## config.mk

```make
export PLATFORM = sky130hd
export DESIGN_NAME = sum_ascii_uart_tx
export DESIGN_NICKNAME = d
export VERILOG_FILES = /design/src/rtl/sum_ascii_uart_tx.sv
export SDC_FILE = /design/constraint.sdc
export NUM_CORES = 1
export LEC_CHECK = 0
export CAP_MARGIN = 30
export CORE_MARGIN = 1
export CORE_UTILIZATION = 30
export CTS_CLUSTER_SIZE = 14
export DETAILED_ROUTE_END_ITERATION = 7
export PLACE_DENSITY = 0.55
export SLEW_MARGIN = 20
export SYNTH_ARGS = -nofsm -noshare
export SYNTH_HDL_FRONTEND = slang
export SYNTH_SLANG_ARGS = --single-unit
export TNS_END_PERCENT = 20
```

## constraint.sdc

```tcl
create_clock -name clk -period 3.8 [get_ports clk]
set_clock_uncertainty 0.15 [all_clocks]
set_input_delay 0.76 -clock clk [delete_from_list [all_inputs] [get_ports clk]]
set_output_delay 0.76 -clock clk [all_outputs]
set_load 0.05 [all_outputs]
```

## src/rtl/sum_ascii_uart_tx.sv

```systemverilog
`default_nettype none
// ============================================================================
// Module   : sum_ascii_uart_tx
// Purpose  : Sends a 5-bit sum as a 4-byte ASCII record (two decimal digits,
//            CR, LF) over an 8N1 UART line with an internal baud divider.
// Revision : 1.0 - initial release
// ============================================================================
module sum_ascii_uart_tx #(
    parameter int CLKS_PER_BIT = 1042,
    parameter int CNT_W        = 16
) (
    input  logic       clk,
    input  logic       reset_n,
    input  logic       sum_valid,
    input  logic [4:0] sum_value,
    output logic       uart_txd,
    output logic       uart_tx_busy
);

    localparam logic [CNT_W-1:0] C_BAUD_LAST = CNT_W'(CLKS_PER_BIT - 1);

    typedef enum logic [1:0] {
        S_IDLE  = 2'd0,
        S_START = 2'd1,
        S_DATA  = 2'd2,
        S_STOP  = 2'd3
    } state_t;

    state_t           r_state;
    logic [CNT_W-1:0] r_baud_cnt;
    logic [2:0]       r_bit_cnt;
    logic [1:0]       r_byte_idx;
    logic [7:0]       r_shift;
    logic [1:0]       r_tens;
    logic [3:0]       r_ones;

    logic [1:0]       w_tens;
    logic [3:0]       w_ones;
    logic [7:0]       w_byte;
    logic             w_baud_wrap;

    // Decimal split by range compare; sum_value never exceeds 31.
    always_comb begin
        w_tens = 2'd0;
        w_ones = sum_value[3:0];
        if (sum_value >= 5'd30) begin
            w_tens = 2'd3;
            w_ones = 4'(sum_value - 5'd30);
        end else if (sum_value >= 5'd20) begin
            w_tens = 2'd2;
            w_ones = 4'(sum_value - 5'd20);
        end else if (sum_value >= 5'd10) begin
            w_tens = 2'd1;
            w_ones = 4'(sum_value - 5'd10);
        end
    end

    always_comb begin
        w_byte = 8'h0A;
        case (r_byte_idx)
            2'd0:    w_byte = 8'h30 + {6'd0, r_tens};
            2'd1:    w_byte = 8'h30 + {4'd0, r_ones};
            2'd2:    w_byte = 8'h0D;
            default: w_byte = 8'h0A;
        endcase
    end

    assign w_baud_wrap = (r_baud_cnt == C_BAUD_LAST);

    always_ff @(posedge clk or negedge reset_n) begin
        if (!reset_n) begin
            r_state      <= S_IDLE;
            r_baud_cnt   <= '0;
            r_bit_cnt    <= 3'd0;
            r_byte_idx   <= 2'd0;
            r_shift      <= 8'd0;
            r_tens       <= 2'd0;
            r_ones       <= 4'd0;
            uart_txd     <= 1'b1;
            uart_tx_busy <= 1'b0;
        end else begin
            case (r_state)
                S_IDLE: begin
                    uart_txd     <= 1'b1;
                    uart_tx_busy <= 1'b0;
                    if (sum_valid) begin
                        r_tens       <= w_tens;
                        r_ones       <= w_ones;
                        r_byte_idx   <= 2'd0;
                        r_bit_cnt    <= 3'd0;
                        r_baud_cnt   <= '0;
                        r_state      <= S_START;
                        uart_txd     <= 1'b0;
                        uart_tx_busy <= 1'b1;
                    end
                end
                S_START: begin
                    if (w_baud_wrap) begin
                        r_baud_cnt <= '0;
                        r_shift    <= w_byte;
                        uart_txd   <= w_byte[0];
                        r_state    <= S_DATA;
                    end else begin
                        r_baud_cnt <= r_baud_cnt + CNT_W'(1);
                    end
                end
                S_DATA: begin
                    if (w_baud_wrap) begin
                        r_baud_cnt <= '0;
                        if (r_bit_cnt == 3'd7) begin
                            r_bit_cnt <= 3'd0;
                            uart_txd  <= 1'b1;
                            r_state   <= S_STOP;
                        end else begin
                            r_bit_cnt <= r_bit_cnt + 3'd1;
                            r_shift   <= {1'b0, r_shift[7:1]};
                            uart_txd  <= r_shift[1];
                        end
                    end else begin
                        r_baud_cnt <= r_baud_cnt + CNT_W'(1);
                    end
                end
                S_STOP: begin
                    if (w_baud_wrap) begin
                        r_baud_cnt <= '0;
                        if (r_byte_idx == 2'd3) begin
                            r_state      <= S_IDLE;
                            uart_txd     <= 1'b1;
                            uart_tx_busy <= 1'b0;
                        end else begin
                            r_byte_idx <= r_byte_idx + 2'd1;
                            r_state    <= S_START;
                            uart_txd   <= 1'b0;
                        end
                    end else begin
                        r_baud_cnt <= r_baud_cnt + CNT_W'(1);
                    end
                end
                default: r_state <= S_IDLE;
            endcase
        end
    end

endmodule
`default_nettype wire
```

==> results.yml <==
global_routing:
  grt_pass1_vias: 1641
  grt_start_max_net_pins: 37
  antenna_found_initial: 0
  overflow: 0
  grt_pass1_wl_um: 7900
  grt_usage_pct: 13.0
timing:
  drv_slew: 0
  worst_pin_slew_ns: 0.828
  fin_crit_ns: 2.66
  fin_crit_sh_pct: 70.1
  hold_violations: 0
  setup_viol: 0
  hold_ws_ns: 0.339
  fmax_ghz: 0.376
  fin_setup_tns_ns: 0
  relSlewSlack_pct: 44.8
  rsz0062_at_grt: "false"
floorplanning:
  die_x_um: 88.8
  die_h_um: 88.8
  start_util_pct: 31.2
  io_pins: 10
  coreArea_mm2: 0.00725
  dieArea_mm2: 0.00788
  rows: 31
synthesis:
  netlist_instances: 242
  ys_top_cells_by_area: "dfrtp_1 (39%), ha_1 (11%), xnor2_1 (4.7%)"
  yosysTopAreaCell: "dfrtp_1"
  ys.flop_type: "dfrtp_1"
  synth_top_family_by_area: "simple AND/OR/NAND/NOR gates"
  synthAdderAreaFrac_pct: 10.5
  synth_mux_area_share_pct: 5.09
  synth_edf_count: 0
  synth_top_cells_by_count: "dfrtp_1 (35), nor2_1 (26), o21ai_0 (20)"
  async_flop_share_pct: 100
  synth.top_cell.area_share_pct: 38.8
  syn-num-nets: 269
  synth_area_mm2: 0.00226
  synth-xor-area-share_pct: 5.81
  yosys_register_bits: 36
  synth-compound-area-share_pct: 12.3
  avgSynthCellArea_um2: 9.34
  synth-simple-area-share_pct: 23.3
  yosysSeqAreaShare_pct: 39.9
  yosysMostFrequentCell: "dfrtp_1"
  yosys_warnings: 0
  ys_types: 45
setup_path:
  criticalPathCategory: "reg2reg"
  crit_start: "r_baud_cnt[1]$_DFFE_PN0N_"
  cp_data_required_time_ns: 3.80
  worst-path-buf-inv: 1
  max_stage_delay_ns: 0.56
  worstPathArrival_ns: 2.66
  critPathMaxFanout: 13
  start_kind: "register"
  cp_slowest_cell: "or4_4"
  crit_family: "simple AND/OR/NAND/NOR gates"
  worstReg2RegStart: "r_baud_cnt[1]$_DFFE_PN0N_"
  crit_chain: "inv_1 -> ha_1 -> or4b_4 -> or4_4 -> nand2b_1 -> and2_1 -> nor2_1"
  endpoint_kind: "register"
place:
  gp_congestion: 0.772
  placed_cell_area_mm2: 0.00244
  hpwl_um: 3170
  io_buffers: 9
cts:
  clock_latency_ns: 0.29
  cts_made_buffers: 5
  cts_max_level: 2
  hold_buffers: 0
  cts_root_buffer: "clkbuf_8"
  clock-sinks: 36
  cts.path.max_buffers: 2
  post-cts-setup-buffer-count: 0
  cts_tree: "built"
  clk_pin_slew_ns: 0.08
  post_cts_resized: 0
final_layout:
  fin_nets: 279
  stdcell_area_mm2: 0.00257
  fill_cells: 755
  area_growth_pct: 13.8
  antenna_cells: 0
  layout-drive-gt1-share_pct: 8.30
detailed_routing:
  drt-vias-per-instance: 4.72
  drt_first_iter_violations: 49
  vias: 1661
  ant_nets: 0
  routed_wl_um: 4410
  drc: 0
  dr.pass1.iters: 4
  wire_per_inst_um: 12.5
power_and_ir_drop:
  power_density_mw_per_mm2: 569
  ir_drop_mv: 0.329
  power_mw: 1.46
  cellLeakagePower_nw: 1.10
run_status:
  status: "completed"
min_path:
  hp-class: "reg2reg"
  hold_start: "r_shift[2]$_DFFE_PN0P_"
job:
  cap_violations: 0
## routing by layer
layer	share of wire (%)	GRT usage, %
met1	55	18.2
met4	0.95	3.52
met5	0	0
met3	2.4	2.89
met2	42	20.1
## cell usage in the layout, fill, tap and decap left out, types with 8 or more instances in the layout
cell type	netlist	final
a21oi_1	8	8
clkdlybuf4s50_1	0	8
dfrtp_1	35	35
ha_1	19	19
inv_1	10	10
nand2_1	19	19
nand3_1	13	13
nor2_1	26	26
o21ai_0	20	20
xnor2_1	12	12
## through the flow
stage | std cells | util [%] | worst slack, ns
finish | 352 | 35.4 | 1.14
global route | 352 | 35.4 | 0.964
CTS | 352 | 35.4 | 1.11
detailed placement | 344 | 33.7 | 0.930
global placement | 344 | 33.7 | 0.957
floorplan | 242 | - | 1.48
## state kept, by name, indices dropped and copies added (netlist names), 2 cells and up
signal,count
r_byte_idx,2
r_shift,5
r_ones,4
r_state,2
r_baud_cnt,16
r_bit_cnt,3
r_tens,2
## worst paths after layout
path	end	slack, ns	cells past startpoint
worst max-delay path	r_baud_cnt[6]$_DFFE_PN0N_	1.14	7
max in group asynchronous	r_shift[5]$_DFFE_PN0P_	2.56	1
worst max register to register	r_baud_cnt[6]$_DFFE_PN0N_	1.14	7
worst min-delay path	r_shift[2]$_DFFE_PN0P_	0.34	2
min in group asynchronous	r_baud_cnt[9]$_DFFE_PN0N_	0.41	1
worst min register to register	r_shift[2]$_DFFE_PN0P_	0.34	2
## logic make-up (layout without fill, tap and decap cells)
group / after synthesis / in the layout
AOI/OAI and AO/OA: 46 / 46
xor gates and xnor gates: 15 / 15
adders and majority gates: 19 / 19
buffers and inverters: 17 / 28
DFF: 36 / 36
muxes: 11 / 11
and+or+nand+nor: 98 / 98
## worst register-to-register path: cells and delay by family, from the launching register on
kind / cells / cell delay, ns
fa+ha+maj: 1 / 0.13
buf+inv: 1 / 0.07
flops: 1 / 0.41
simple gates: 5 / 1.77
## report_power, final
part           total (mW)  internal (mW)  switching (mW)
registers           0.547          0.471          0.0754
clock network       0.372          0.232           0.141
logic               0.543          0.219           0.324
## layout make-up
type	count	area (um^2)	share of cell area [%]
multi-input cells	189	1290	50.1
clock inverters	1	30.0	1.17
well taps	99	124	4.82
inverters	10	37.5	1.46
flip-flops and latches	36	902	35.1
repair buffers	10	92.6	3.60
clock buffers	7	96.3	3.75
Power figures use the tool's default switching activity.
